**src/rtl/write_fifo_multi_if.sv**
```systemverilog
// Line-stream and FIFO write-port bundle for write_fifo_multi.
// slave is the feeder's view; master is the source/FIFO side that drives it.
interface write_fifo_multi_if #(
  parameter int DATA_WIDTH   = 512,
  parameter int NUM_CHANNELS = 4
);
  logic                    in_we;
  logic [DATA_WIDTH-1:0]   in_wdata;
  logic                    in_almostfull;
  logic [NUM_CHANNELS-1:0] fifo_we;
  logic [DATA_WIDTH-1:0]   fifo_wdata;
  logic [NUM_CHANNELS-1:0] fifo_almostfull;

  modport master (
    output in_we, in_wdata, fifo_almostfull,
    input  in_almostfull, fifo_we, fifo_wdata
  );

  modport slave (
    input  in_we, in_wdata, fifo_almostfull,
    output in_almostfull, fifo_we, fifo_wdata
  );
endinterface

```
**src/rtl/write_fifo_multi.sv**
```systemverilog
// Multi-channel FIFO write feeder: steers L lines to one channel or round-robin.
// Optional macro WRITE_FIFO_MULTI_DROP_COUNT_EN adds a saturating dropped_count output.
module write_fifo_multi #(
  parameter int DATA_WIDTH   = 512,
  parameter int NUM_CHANNELS = 4
) (
  input  logic                      clk,
  input  logic                      reset,
  input  logic                      op_start,
  input  logic [31:0]               configreg,
  write_fifo_multi_if.slave         bus,
  output logic                      busy,
  output logic                      op_done,
  output logic                      op_error,
  output logic [15:0]               num_written
`ifdef WRITE_FIFO_MULTI_DROP_COUNT_EN
  ,
  output logic [15:0]               dropped_count
`endif
);

  localparam int CH_W = (NUM_CHANNELS > 1) ? $clog2(NUM_CHANNELS) : 1;
  localparam logic [8:0] NUM_CH_9 = 9'(NUM_CHANNELS);
  localparam logic [CH_W-1:0] LAST_CH = CH_W'(NUM_CHANNELS - 1);

  typedef enum logic {
    STATE_IDLE,
    STATE_RECV
  } state_t;

  state_t                  state_q, state_d;
  logic [15:0]             len_q, len_d;
  logic                    rr_mode_q, rr_mode_d;
  logic [CH_W-1:0]         sel_q, sel_d;
  logic [CH_W-1:0]         rr_ptr_q, rr_ptr_d;
  logic [15:0]             num_written_d;
  logic [NUM_CHANNELS-1:0] fifo_we_d;
  logic                    op_done_d;
  logic                    op_error_d;
  logic                    accept;

  logic unused_cfg;
  assign unused_cfg = ^configreg[14:8];

  assign accept = bus.in_we && (state_q == STATE_RECV) && (num_written < len_q);
  assign busy   = (state_q == STATE_RECV);

  // Direct mode watches only the target channel once an operation is running.
  assign bus.in_almostfull = (state_q == STATE_RECV && !rr_mode_q)
                             ? bus.fifo_almostfull[sel_q]
                             : |bus.fifo_almostfull;

  // NOTE: every output of this block gets a default first so no path leaves
  // a variable unassigned, which would otherwise infer a latch.
  always_comb begin
    state_d       = state_q;
    len_d         = len_q;
    rr_mode_d     = rr_mode_q;
    sel_d         = sel_q;
    rr_ptr_d      = rr_ptr_q;
    num_written_d = num_written;
    fifo_we_d     = '0;
    op_done_d     = 1'b0;
    op_error_d    = 1'b0;

    unique case (state_q)
      STATE_IDLE: begin
        if (op_start) begin
          len_d         = configreg[31:16];
          rr_mode_d     = configreg[15];
          sel_d         = configreg[CH_W-1:0];
          num_written_d = '0;
          rr_ptr_d      = '0;
          if (!configreg[15] && ({1'b0, configreg[7:0]} >= NUM_CH_9)) begin
            op_done_d  = 1'b1;
            op_error_d = 1'b1;
          end else if (configreg[31:16] == 16'd0) begin
            op_done_d = 1'b1;
          end else begin
            state_d = STATE_RECV;
          end
        end
      end

      STATE_RECV: begin
        if (accept) begin
          if (rr_mode_q) begin
            fifo_we_d[rr_ptr_q] = 1'b1;
            rr_ptr_d = (rr_ptr_q == LAST_CH) ? '0 : rr_ptr_q + 1'b1;
          end else begin
            fifo_we_d[sel_q] = 1'b1;
          end
          num_written_d = num_written + 16'd1;
          if (num_written == len_q - 16'd1) begin
            op_done_d = 1'b1;
            state_d   = STATE_IDLE;
          end
        end
      end

      default: state_d = STATE_IDLE;
    endcase
  end

  // NOTE: sequential state uses non-blocking assignments so every register
  // samples the pre-edge values regardless of statement order.
  always_ff @(posedge clk) begin
    if (!reset) begin
      state_q     <= STATE_IDLE;
      len_q       <= '0;
      rr_mode_q   <= 1'b0;
      sel_q       <= '0;
      rr_ptr_q    <= '0;
      num_written <= '0;
      bus.fifo_we <= '0;
      op_done     <= 1'b0;
      op_error    <= 1'b0;
    end else begin
      state_q     <= state_d;
      len_q       <= len_d;
      rr_mode_q   <= rr_mode_d;
      sel_q       <= sel_d;
      rr_ptr_q    <= rr_ptr_d;
      num_written <= num_written_d;
      bus.fifo_we <= fifo_we_d;
      op_done     <= op_done_d;
      op_error    <= op_error_d;
    end
  end

  // NOTE: the data path is not reset; fifo_we qualifies it, so a reset here
  // would only add fanout on the wide bus.
  always_ff @(posedge clk) begin
    bus.fifo_wdata <= bus.in_wdata;
  end

`ifdef WRITE_FIFO_MULTI_DROP_COUNT_EN
  always_ff @(posedge clk) begin
    if (!reset) begin
      dropped_count <= '0;
    end else if (bus.in_we && !accept && dropped_count != 16'hFFFF) begin
      dropped_count <= dropped_count + 16'd1;
    end
  end
`endif

endmodule

```
**src/flat_wrapper.sv**
```systemverilog
// flat-port wrapper written by rule: the top's interface ports become plain ports
module write_fifo_multi_flat 
#(
  parameter int DATA_WIDTH   = 512,
  parameter int NUM_CHANNELS = 4
)
  (clk, reset, op_start, configreg, busy, op_done, op_error, num_written, bus_in_we, bus_in_wdata, bus_fifo_almostfull, bus_in_almostfull, bus_fifo_we, bus_fifo_wdata);
  write_fifo_multi_if #(.DATA_WIDTH(DATA_WIDTH), .NUM_CHANNELS(NUM_CHANNELS)) bus_i ();
  input  logic clk;
  input  logic reset;
  input  logic op_start;
  input  logic [31:0] configreg;
  output logic busy;
  output logic op_done;
  output logic op_error;
  output logic [15:0] num_written;
  input wire logic [$bits(bus_i.in_we)-1:0] bus_in_we;
  input wire logic [$bits(bus_i.in_wdata)-1:0] bus_in_wdata;
  input wire logic [$bits(bus_i.fifo_almostfull)-1:0] bus_fifo_almostfull;
  output wire logic [$bits(bus_i.in_almostfull)-1:0] bus_in_almostfull;
  output wire logic [$bits(bus_i.fifo_we)-1:0] bus_fifo_we;
  output wire logic [$bits(bus_i.fifo_wdata)-1:0] bus_fifo_wdata;
  assign bus_i.in_we = bus_in_we;
  assign bus_i.in_wdata = bus_in_wdata;
  assign bus_i.fifo_almostfull = bus_fifo_almostfull;
  assign bus_in_almostfull = bus_i.in_almostfull;
  assign bus_fifo_we = bus_i.fifo_we;
  assign bus_fifo_wdata = bus_i.fifo_wdata;
  write_fifo_multi #(.DATA_WIDTH(DATA_WIDTH), .NUM_CHANNELS(NUM_CHANNELS)) u_core (.clk(clk), .reset(reset), .op_start(op_start), .configreg(configreg), .bus(bus_i), .busy(busy), .op_done(op_done), .op_error(op_error), .num_written(num_written));
endmodule
```
**config.mk**
```make
export PLATFORM = sky130hd
export DESIGN_NAME = write_fifo_multi_flat
export DESIGN_NICKNAME = d
export VERILOG_FILES = /design/src/rtl/write_fifo_multi_if.sv /design/src/rtl/write_fifo_multi.sv /design/src/flat_wrapper.sv
export SDC_FILE = /design/constraint.sdc
export NUM_CORES = 1
export LEC_CHECK = 0
export CAP_MARGIN = 25
export CORE_AREA = 3 3 429 431
export DETAILED_ROUTE_END_ITERATION = 6
export DIE_AREA = 0 0 432 434
export MAX_ROUTING_LAYER = met4
export PLACE_DENSITY = 0.3
export SETUP_SLACK_MARGIN = 0.4
export SLEW_MARGIN = 40
export SYNTH_ARGS = -nofsm -noshare
export SYNTH_HDL_FRONTEND = slang
export SYNTH_SLANG_ARGS = --single-unit
```
**constraint.sdc**
```tcl
create_clock -name clk -period 5.45 [get_ports clk]
set_clock_uncertainty 0.05 [all_clocks]
set_input_delay 0.545 -clock clk [delete_from_list [all_inputs] [get_ports clk]]
set_output_delay 0.545 -clock clk [all_outputs]
set_load 0.05 [all_outputs]
```
Word level (Yosys, flattened, before mapping)
Index checks and enable logic that the tools add are counted.

word-level totals
  input port bits = 552
  output and inout port bits = 536
  flip-flop bits (word level) = 556

cells by class
  $lt $le $gt $ge = 6
  reduce and logical (&&, ||, !) cells = 15
  equality and inequality tests = 5
  bitwise logic cells = 3
  add/sub/neg operators = 3
  multiplexer cells = 29

operators with widths
  operator               count
  $mux 16                2
  $pmux 16 s2            1
  $add 16x1->16 const B  1
  $eq 16x16->1           1
  $logic_not 16->1       1
  $lt 16x16->1           1
  $sub 16x1->16 const B  1
  $mux 1                 15
  $ge 8x3->1 const B     1
  $mux 2                 4
  $logic_and 1x1->1      6
  $lt 2x3->1 const B     2
  $ne 2x2->1 const B     3
  $reduce_and 3->1       2
  $demux 1 s2            2
  $ge 2x1->1 const B     2
  $mux 4                 1
  $pmux 1 s2             2
  $pmux 2 s2             1
  $reduce_and 2->1       2
  $reduce_or 4->1        1
  $not 1->1              3
  $reduce_or 3->1        1
  $add 2x1->2 const B    1
  other kinds (3)        4

Longest topological paths before layout
Gate-level depths: netlist (run 1).

  depth in word-level cells = 5
  mapped depth = 10

Worst setup path after synthesis (run 1)
Ideal clock, no wire load.

  kind = register -> register
  start = register u_core.num_written[13]
  end = register u_core.num_written[8]
  arrival = 2.582 ns
  cell stages (with the launch flop) = 8
  path buffers = 0
  path slack = 2.746 ns
  library setup time = 0.072 ns
  cells stage by stage = dfxtp_1 > ha_1 > a21o_1 > a21o_1 > a2111oi_4 > nand4_1 > or3_1 > a21oi_1

between the ends
  word-level cells in the longest chain between the ends = 4

ends and longest elaborated chain
  item                               RTL line                 source
  start: declaration                 write_fifo_multi.sv:15   output logic [15:0] num_written
  start signal: assignment           write_fifo_multi.sv:124  num_written <= num_written_d;
  $lt 16x16->1                       write_fifo_multi.sv:45   assign accept = bus.in_we && (state_q == STATE_RECV) && (num_written < len_q);
  $logic_and 1x1->1                  write_fifo_multi.sv:45
  $ne 2x2->1 (no source line)        --
  $reduce_and 2->1 (no source line)  --

Every way passes these cells.
A chain may end at the register's enable or synchronous reset.

Worst setup path in the final report (run 1)
  start = register u_core.state_q (netlist: u_core.busy)
  end = output bus_in_almostfull

between the ends
  word-level cells in the longest chain between the ends = 2

ends and longest elaborated chain
  item                      RTL line                 source
  start: declaration        write_fifo_multi.sv:31   state_t state_q, state_d;
  start signal: assignment  write_fifo_multi.sv:119  state_q <= state_d;
  $logic_and 1x1->1         write_fifo_multi.sv:49   assign bus.in_almostfull = (state_q == STATE_RECV && !rr_mode_q)
  $mux 1                    write_fifo_multi.sv:50   ? bus.fifo_almostfull[sel_q]
  end: declaration          flat_wrapper.sv:20       output wire logic [$bits(bus_i.in_almostfull)-1:0] bus_in_almostfull;

Every way passes these cells.

==> results of run 1 <==
==> flip-flops by register name (all words and copies together) (netlist names) <==
| signal | flops |
|---|---|
| u_core.bus.fifo_wdata | 512 |
| u_core.len_q | 16 |
| u_core.num_written | 16 |
| u_core.bus.fifo_we | 4 |
| u_core.rr_ptr_q | 2 |
| u_core.sel_q | 2 |
| u_core.busy | 1 |
| u_core.op_done | 1 |
| u_core.op_error | 1 |
| u_core.rr_mode_q | 1 |
==> stage by stage <==
stage	instance area [um2]	std cells	hold WS, ps
2_1_floorplan	13160	890	410.8
3_3_place_gp	26880	4326	427.1
3_5_place_dp	26810	4326	427.4
4_1_cts	29420	4466	119.7
5_1_grt	29580	4529	165.6
6_report	29620	4546	231.9
==> synthesized netlist by cell type, drive strengths merged <==
master     n
a2111oi    1
a211o      1
a21o       4
a21oi     48
a22o       1
a22oi      2
a311oi     3
a31oi      6
a41oi      1
and2       3
and3      11
buf        5
clkbuf    12
clkinv     1
dfxtp    556
ha        22
inv       22
mux2i      2
nand2     62
nand2b     1
nand3     14
nand3b     1
nand4     10
nand4b     3
nor2      21
nor2b      2
nor3       6
nor3b      1
nor4      12
o2111ai    1
o211ai     2
o21ai     11
o21bai     3
o22ai      1
o2bb2ai    2
o31ai      2
or2        1
or2b       1
or3        8
xnor2     11
xor2      13
==> cell type report <==
cell class / instances / area (um2) / area share
clock inverter: 32 / 394.1 / 0.01331
sequential: 556 / 11130 / 0.3758
tap: 2370 / 2965 / 0.1001
multi-input combinational: 294 / 1861 / 0.06281
timing repair buffer: 1083 / 10770 / 0.3635
antenna: 80 / 200.2 / 0.006758
clock buffer: 108 / 2216 / 0.07481
inverter: 23 / 86.33 / 0.002915
==> placed cells by master (no fill, tap or decap), types with 3 or more instances in the layout <==
cell             instances
clkinvlp_4               5
nor3_1                   6
a31oi_1                  6
inv_16                   3
inv_1                   22
nor2_1                  21
a21o_1                   4
a311oi_1                 3
diode_2                 80
xor2_1                  13
buf_4                    3
clkbuf_1                16
ha_1                    22
buf_2                   13
and3_1                  10
nand2_1                 62
clkbuf_8                13
clkdlybuf4s50_1       1067
xnor2_1                 11
a21oi_1                 48
clkbuf_16               79
nand4_1                 10
dfxtp_1                556
o21ai_0                 10
o21bai_1                 3
nor4_1                   9
nand4b_1                 3
clkinv_2                13
nand3_1                 13
bufinv_16                5
or3_1                    8
==> per-layer routing <==
layer / part of all wire / global-route usage / up-vias
met5: 0 / - / -
met3: 0.12 / 0.06679 / 233
met1: 0.31 / 0.1169 / 5309
li1: - / - / 5402
met4: 0.043 / 0.05803 / 0
met2: 0.52 / 0.2262 / 608
==> power by group <==
group          leakage (uW)  internal [uW]  switching (uW)  total [uW]
Clock               0.00127           3110            2170        5280
Combinational       0.00497            704            1080        1780
Sequential          0.00468           4280            99.8        4380
==> worst register-to-register path, cell delays in order, from the launching register on <==
cell and delay [ps]:
dfxtp_1 490, ha_1 280, nor2b_1 130, o211ai_1 190
a21oi_1 100, o21ai_1 580, buf_4 320, and2_0 360
nand2_1 210, o2bb2ai_1 200
==> cells by family after synthesis <==
family	Yosys count	share of synthesized area
xor+xnor	24	0.01597
flops	556	0.8458
buf+inv	40	0.01283
fa+ha+maj	22	0.02092
mux	2	0.001521
compound gates	89	0.04126
simple gates	157	0.06171
==> worst paths after layout <==
path                                                   end  slack (ps)
worst max register to register          u_core.rr_ptr_q[1]        2460
worst min-delay path            u_core.bus.fifo_wdata[132]         230
worst max-delay path                     bus_in_almostfull        1680
worst min register to register            u_core.len_q[15]         430
==> summary.txt, run 1 <==
Run status
  – Outcome: completed

Yosys
  – Synth Warn #: 0
  – Top cell type by total area after synthesis: dfxtp_1
  – Yosys reg bits: 556
  – Mapped cell area: 13160 um2
  – Syn_nets: 1464
  – Yosys top cell area share: 0.8458
  – Sequential-to-total area share from yosys stat: 0.8458
  – Top post-synthesis cells by area: dfxtp_1 (85%), ha_1 (2.1%), a21oi_1 (1.8%)
  – Synth cell types: 49
  – Post-Syn Instances: 890
  – Syn avg cell area: 14.79 um2

Global route
  – Initial antenna violation count: 142
  – Pin count of the biggest net entering global routing: 29
  – First-pass GRT wire length: 146000 um
  – Grt total ovfl: 0
  – Overall Global Routing Usage: 0.1295
  – Number of global-route vias before repair: 11840

Placed design
  – Place WS: 2308 ps
  – Gpl congestion: 0.7688
  – Number of buffers added on ports: 1080
  – DP HPWL: 108200 um

Detailed routing
  – Wire per inst: 27.05 um
  – Antenna-violating nets left: 0
  – Vias per Instance: about 2.5
  – Routed WL: 123000 um
  – Pre-antenna DRT Iters: 4
  – Initial drt markers: 371
  – Via count: approximately 12000
  – Post-route DRC: 0

Worst setup path
  – Reg2reg path depth: 9
  – WP data required: about 4900 ps
  – Kind of critical path: reg2out
  – Buf/Inv on CP: 2
  – Delay-heaviest family, CP: buffers and inverters
  – Crit path top cell by count: a21oi_1
  – Critical path's slowest cell: clkdlybuf4s50_1
  – Crit path largest cell delay: 720 ps
  – Levels on crit path: 7
  – Critical Path Source Type: flop
  – CP endpoint kind: output pin
  – WP data arrival: 3170 ps
  – Crit path max fanout: 10
  – RR Startpoint: u_core.num_written[1]
  – Critical path origin: u_core.busy
  – Worst-path cell chain: inv_1 -> nor2_1 -> nand2_1 -> a21oi_1 -> a21oi_1 -> or2_2 -> clkdlybuf4s50_1

Clock tree
  – TritonCTS clock tree: built
  – CTS Buf Count: 79
  – Hold_buf cts: 0
  – # clock sinks: about 560
  – Worst-path clk slew: 60 ps
  – Post_cts resized: 0
  – Post-CTS Setup Repair Bufs: 0
  – Clock Tree Buf Depth: 3
  – CTS root buffer: clkbuf_16
  – Worst-Skew Late Latency: 670 ps
  – H-Tree Level Count: 3

Floorplanning
  – Die W: roughly 430 um
  – Site Rows: 156
  – Die area: 187500 um2
  – Initial core utilization: 0.07289
  – Top Ports: 1088
  – Die Ht: between 400 and 500 um
  – Placeable Area: 180500 um2

STA
  – Final setup violation count: 0
  – Fmax achieved: roughly 270 MHz
  – Post-layout min period: 3770 ps
  – Unrepaired setup endpoints after global routing: false
  – Final hold vios: 0
  – Tightest Pin Transition: 837.1 ps
  – Min setup slack post-route: 1680 ps
  – Fin crit share: 0.6917
  – Max-Slew Margin vs Limit: 0.4402
  – Final Max Slew Viols: 0
  – Setup TNS: 0 ps

Hold path
  – WHS Path Cells: 1
  – Hold_sp: bus_in_wdata[132]
  – Worst Hold Class: in2reg

Pwr
  – P_leak: between 0.01 and 0.015 uW
  – Max VDD drop: between 200 and 300 uV
  – Pwr dens: 386.3 nW/um2
  – Total chip power: 11440 uW

Layout
  – Number of fillers in the final layout: 19930
  – Synthesis-to-layout area growth: 125.1%
  – Layout cells sized above 1: 0.07109
  – Post-Route Utilization: 0.1641
  – Final net count: ~2600

Run
  – Max-cap violations: 0
(Power assumes the default switching activity.)
==> run 2, diff against run 1 <==
--- a/config.mk
+++ b/config.mk
@@ -6,11 +6,11 @@
 export NUM_CORES = 1
 export LEC_CHECK = 0
 export CAP_MARGIN = 25
-export CORE_AREA = 3 3 429 431
+export CORE_AREA = 3 3 417 419
 export DETAILED_ROUTE_END_ITERATION = 6
-export DIE_AREA = 0 0 432 434
+export DIE_AREA = 0 0 420 422
 export MAX_ROUTING_LAYER = met4
-export PLACE_DENSITY = 0.3
+export PLACE_DENSITY = 0.31
 export SETUP_SLACK_MARGIN = 0.4
 export SLEW_MARGIN = 40
 export SYNTH_ARGS = -nofsm -noshare
==> constraint.sdc (replaced) <==
create_clock -name clk -period 3.5 [get_ports clk]
set_clock_uncertainty 0.05 [all_clocks]
set_input_delay 0.35 -clock clk [delete_from_list [all_inputs] [get_ports clk]]
set_output_delay 0.35 -clock clk [all_outputs]
set_load 0.05 [all_outputs]
==> run 2 against run 1 <==
Largest cell class is now buffers. Clock-buffer cell count up 8. Critical endpoint is now u_core.rr_ptr_q[1]. Global-route usage up 1.2 points. Final area up 14%. Sequential cell count unchanged. Register-to-register slack worse by 1900 ps. Via count up 15%. Sequential share of layout area down 4.7 points. First-iteration DRC count up 50%. Routed wire length up 1.8%. Highest routed layer unchanged.
==> summary.txt, run 2 (synthesized netlist as in run 1, its figures left out) <==
Floorplanning
  – Die W: 420 um (was 432 um)
  – Placeable Area: 171000 um2 (was 180500 um2)
  – Site Rows: 152 (was 156)
  – Top Ports: 1088 (unchanged)
  – Die area: 177200 um2 (was 187500 um2)
  – Initial core utilization: 0.07697 (was 0.07289)
  – Die Ht: 422 um (was 434 um)

Worst setup path
  – WP data arrival: 3480 ps (was 3170 ps)
  – Critical Path Source Type: flop (unchanged)
  – Critical path's slowest cell: a2111oi_4 (was clkdlybuf4s50_1)
  – CP endpoint kind: flop (was output pin)
  – Kind of critical path: reg2reg (was reg2out)
  – RR Startpoint: u_core.len_q[9] (was u_core.num_written[1])
  – Crit path max fanout: 8 (was 10)
  – Worst-path cell chain: inv_1 -> ha_1 -> a21o_1 -> nand3_1 -> a21oi_1 -> a2111oi_4 -> buf_4 -> and2_0 -> nand2_1 -> o2bb2ai_1 (was inv_1 -> nor2_1 -> nand2_1 -> a21oi_1 -> a21oi_1 -> or2_2 -> clkdlybuf4s50_1)
  – Delay-heaviest family, CP: compound AO/OA/AOI/OAI gates (was buffers and inverters)
  – WP data required: 4060 ps (was 4860 ps)
  – Crit path largest cell delay: 600 ps (was 720 ps)
  – Buf/Inv on CP: 2 (unchanged)
  – Critical path origin: u_core.len_q[9] (was u_core.busy)

Clock tree
  – # clock sinks: 556 (unchanged)
  – Worst-Skew Late Latency: 680 ps (was 670 ps)
  – Post-CTS Setup Repair Bufs: 0 (unchanged)
  – TritonCTS clock tree: built (unchanged)
  – Worst-path clk slew: 70 ps (was 60 ps)
  – CTS root buffer: clkbuf_16 (unchanged)
  – Clock Tree Buf Depth: 3 (unchanged)
  – CTS Buf Count: 78 (was 79)
  – H-Tree Level Count: 3 (unchanged)

Global route
  – Overall Global Routing Usage: 0.1416 (was 0.1295)
  – Number of global-route vias before repair: 14150 (was 11840)
  – Grt total ovfl: 0 (unchanged)
  – Pin count of the biggest net entering global routing: 22 (was 29)
  – First-pass GRT wire length: 156000 um (was 146000 um)
  – Initial antenna violation count: 149 (was 142)

Detailed routing
  – Via count: 13280 (was 11550)
  – Initial drt markers: 556 (was 371)
  – Vias per Instance: 2.731 (was 2.541)
  – Post-route DRC: 0 (unchanged)
  – Routed WL: 125200 um (was 123000 um)
  – Antenna-violating nets left: 0 (unchanged)
  – Wire per inst: 25.76 um (was 27.05 um)
  – Pre-antenna DRT Iters: 4 (unchanged)

STA
  – Max-Slew Margin vs Limit: 0.4314 (was 0.4402)
  – Final setup violation count: 0 (unchanged)
  – Post-layout min period: 2925 ps
  – Min setup slack post-route: 575.4 ps (was 1680 ps)
  – Tightest Pin Transition: 850.3 ps (was 837.1 ps)
  – Final hold vios: 0 (unchanged)
  – Fin crit share: 0.8356
  – Setup TNS: 0 ps (unchanged)
  – Final Max Slew Viols: 0 (unchanged)
  – Fmax achieved: ~340 MHz
  – Unrepaired setup endpoints after global routing: false (unchanged)

Run status
  – Outcome: completed (unchanged)

Layout
  – Synthesis-to-layout area growth: 157.6% (was 125.1%)
  – Final Non-Filler Cells: 4861 (was 4546)
  – Number of fillers in the final layout: 18600 (was 19930)
  – Max reg flops: 512 (unchanged)
  – Final net count: 3040 (was 2611)
  – Commonest non-fill, non-tap cell in the layout: clkdlybuf4s50_1 (unchanged)
  – Commonest cells after routing, fill and taps aside: clkdlybuf4s50_1 (1048), dfxtp_1 (556), dlygate4sd3_1 (419) (was clkdlybuf4s50_1 (1067), dfxtp_1 (556), clkbuf_16 (79))
  – Layout cells sized above 1: 0.07086 (was 0.07109)
  – Most flop-heavy register: u_core.bus.fifo_wdata (unchanged)
  – Biggest regs: u_core.bus.fifo_wdata: 512 flops, u_core.len_q: 16 flops, u_core.num_written: 16 flops (unchanged)

Hold path
  – Hold_sp: bus_in_wdata[106] (was bus_in_wdata[132])
  – Worst Hold Class: in2reg (unchanged)

Pwr
  – Max VDD drop: 316.0 uV (was 262.6 uV)
  – Pwr dens: 558.8 nW/um2 (was 386.3 nW/um2)
  – P_leak: 0.01283 uW (was 0.01092 uW)

Placed design
  – Place WS: 589.4 ps (was 2308 ps)
  – Inst Count DP: 4200 (was 4326)
  – Number of buffers added on ports: 1080 (unchanged)
  – Gpl congestion: 0.8938 (was 0.7688)
  – DP HPWL: 108900 um (was 108200 um)

Run
  – Max-cap violations: 0 (unchanged)
## run 2: path summary, 6_finish.rpt
path / end / slack [ps] / depth (start not counted)
min reg2reg: u_core.len_q[15] / 440 / 2
max reg2reg: u_core.rr_ptr_q[1] / 580 / 10
min: u_core.bus.fifo_wdata[106] / 100 / 1
max: u_core.rr_ptr_q[1] / 580 / 10
## run 2: cell type report
cell class	count	area (um2)	share of cell area
repair buffers	1513	14970	0.4415
flip-flops and latches	556	11130	0.3283
well taps	2233	2794	0.08240
clock buffers	116	2347	0.06923
multi-input cells	294	1863	0.05495
clock inverters	24	461.7	0.01362
diodes	102	255.2	0.007528
inverters	23	86.33	0.002546
## run 2: per-layer routing
metal  global-route usage  up-vias  routed length (um)
li1                     -     6278                   -
met1               0.1554     6173               47990
met2               0.2388      629               61650
met3              0.05409      195               11930
met4              0.03676        0                3630
met5                    -        -                   0
## run 2: through the flow
| stage | power [uW] | instance area, um2 | utilization | hold WS [ps] |
|---|---|---|---|---|
| floorplan | 8193 | 13160 | - | 327.7 |
| global placement | 9830 | 26770 | 0.1566 | 433.1 |
| detailed placement | 9807 | 26650 | 0.1559 | 431.7 |
| CTS | 19420 | 33650 | 0.1968 | 0.3081 |
| global route | 19670 | 33860 | 0.1980 | 23.52 |
| finish | 18950 | 33910 | 0.1983 | 97.09 |
## run 2: what timing repair did
item / CTS / global route
resized for setup: 1 / 1
pin swaps: 0 / 0
hold endpoints to repair: 419 / 0
hold buffers: 419 / 0
setup endpoints to repair: 1 / 1
## run 2: where the power goes
group	switching (uW)	internal (uW)	total (uW)
logic	1910	1400	3320
registers	136	6660	6800
clock network	3370	5460	8830
total	5420	13500	18900
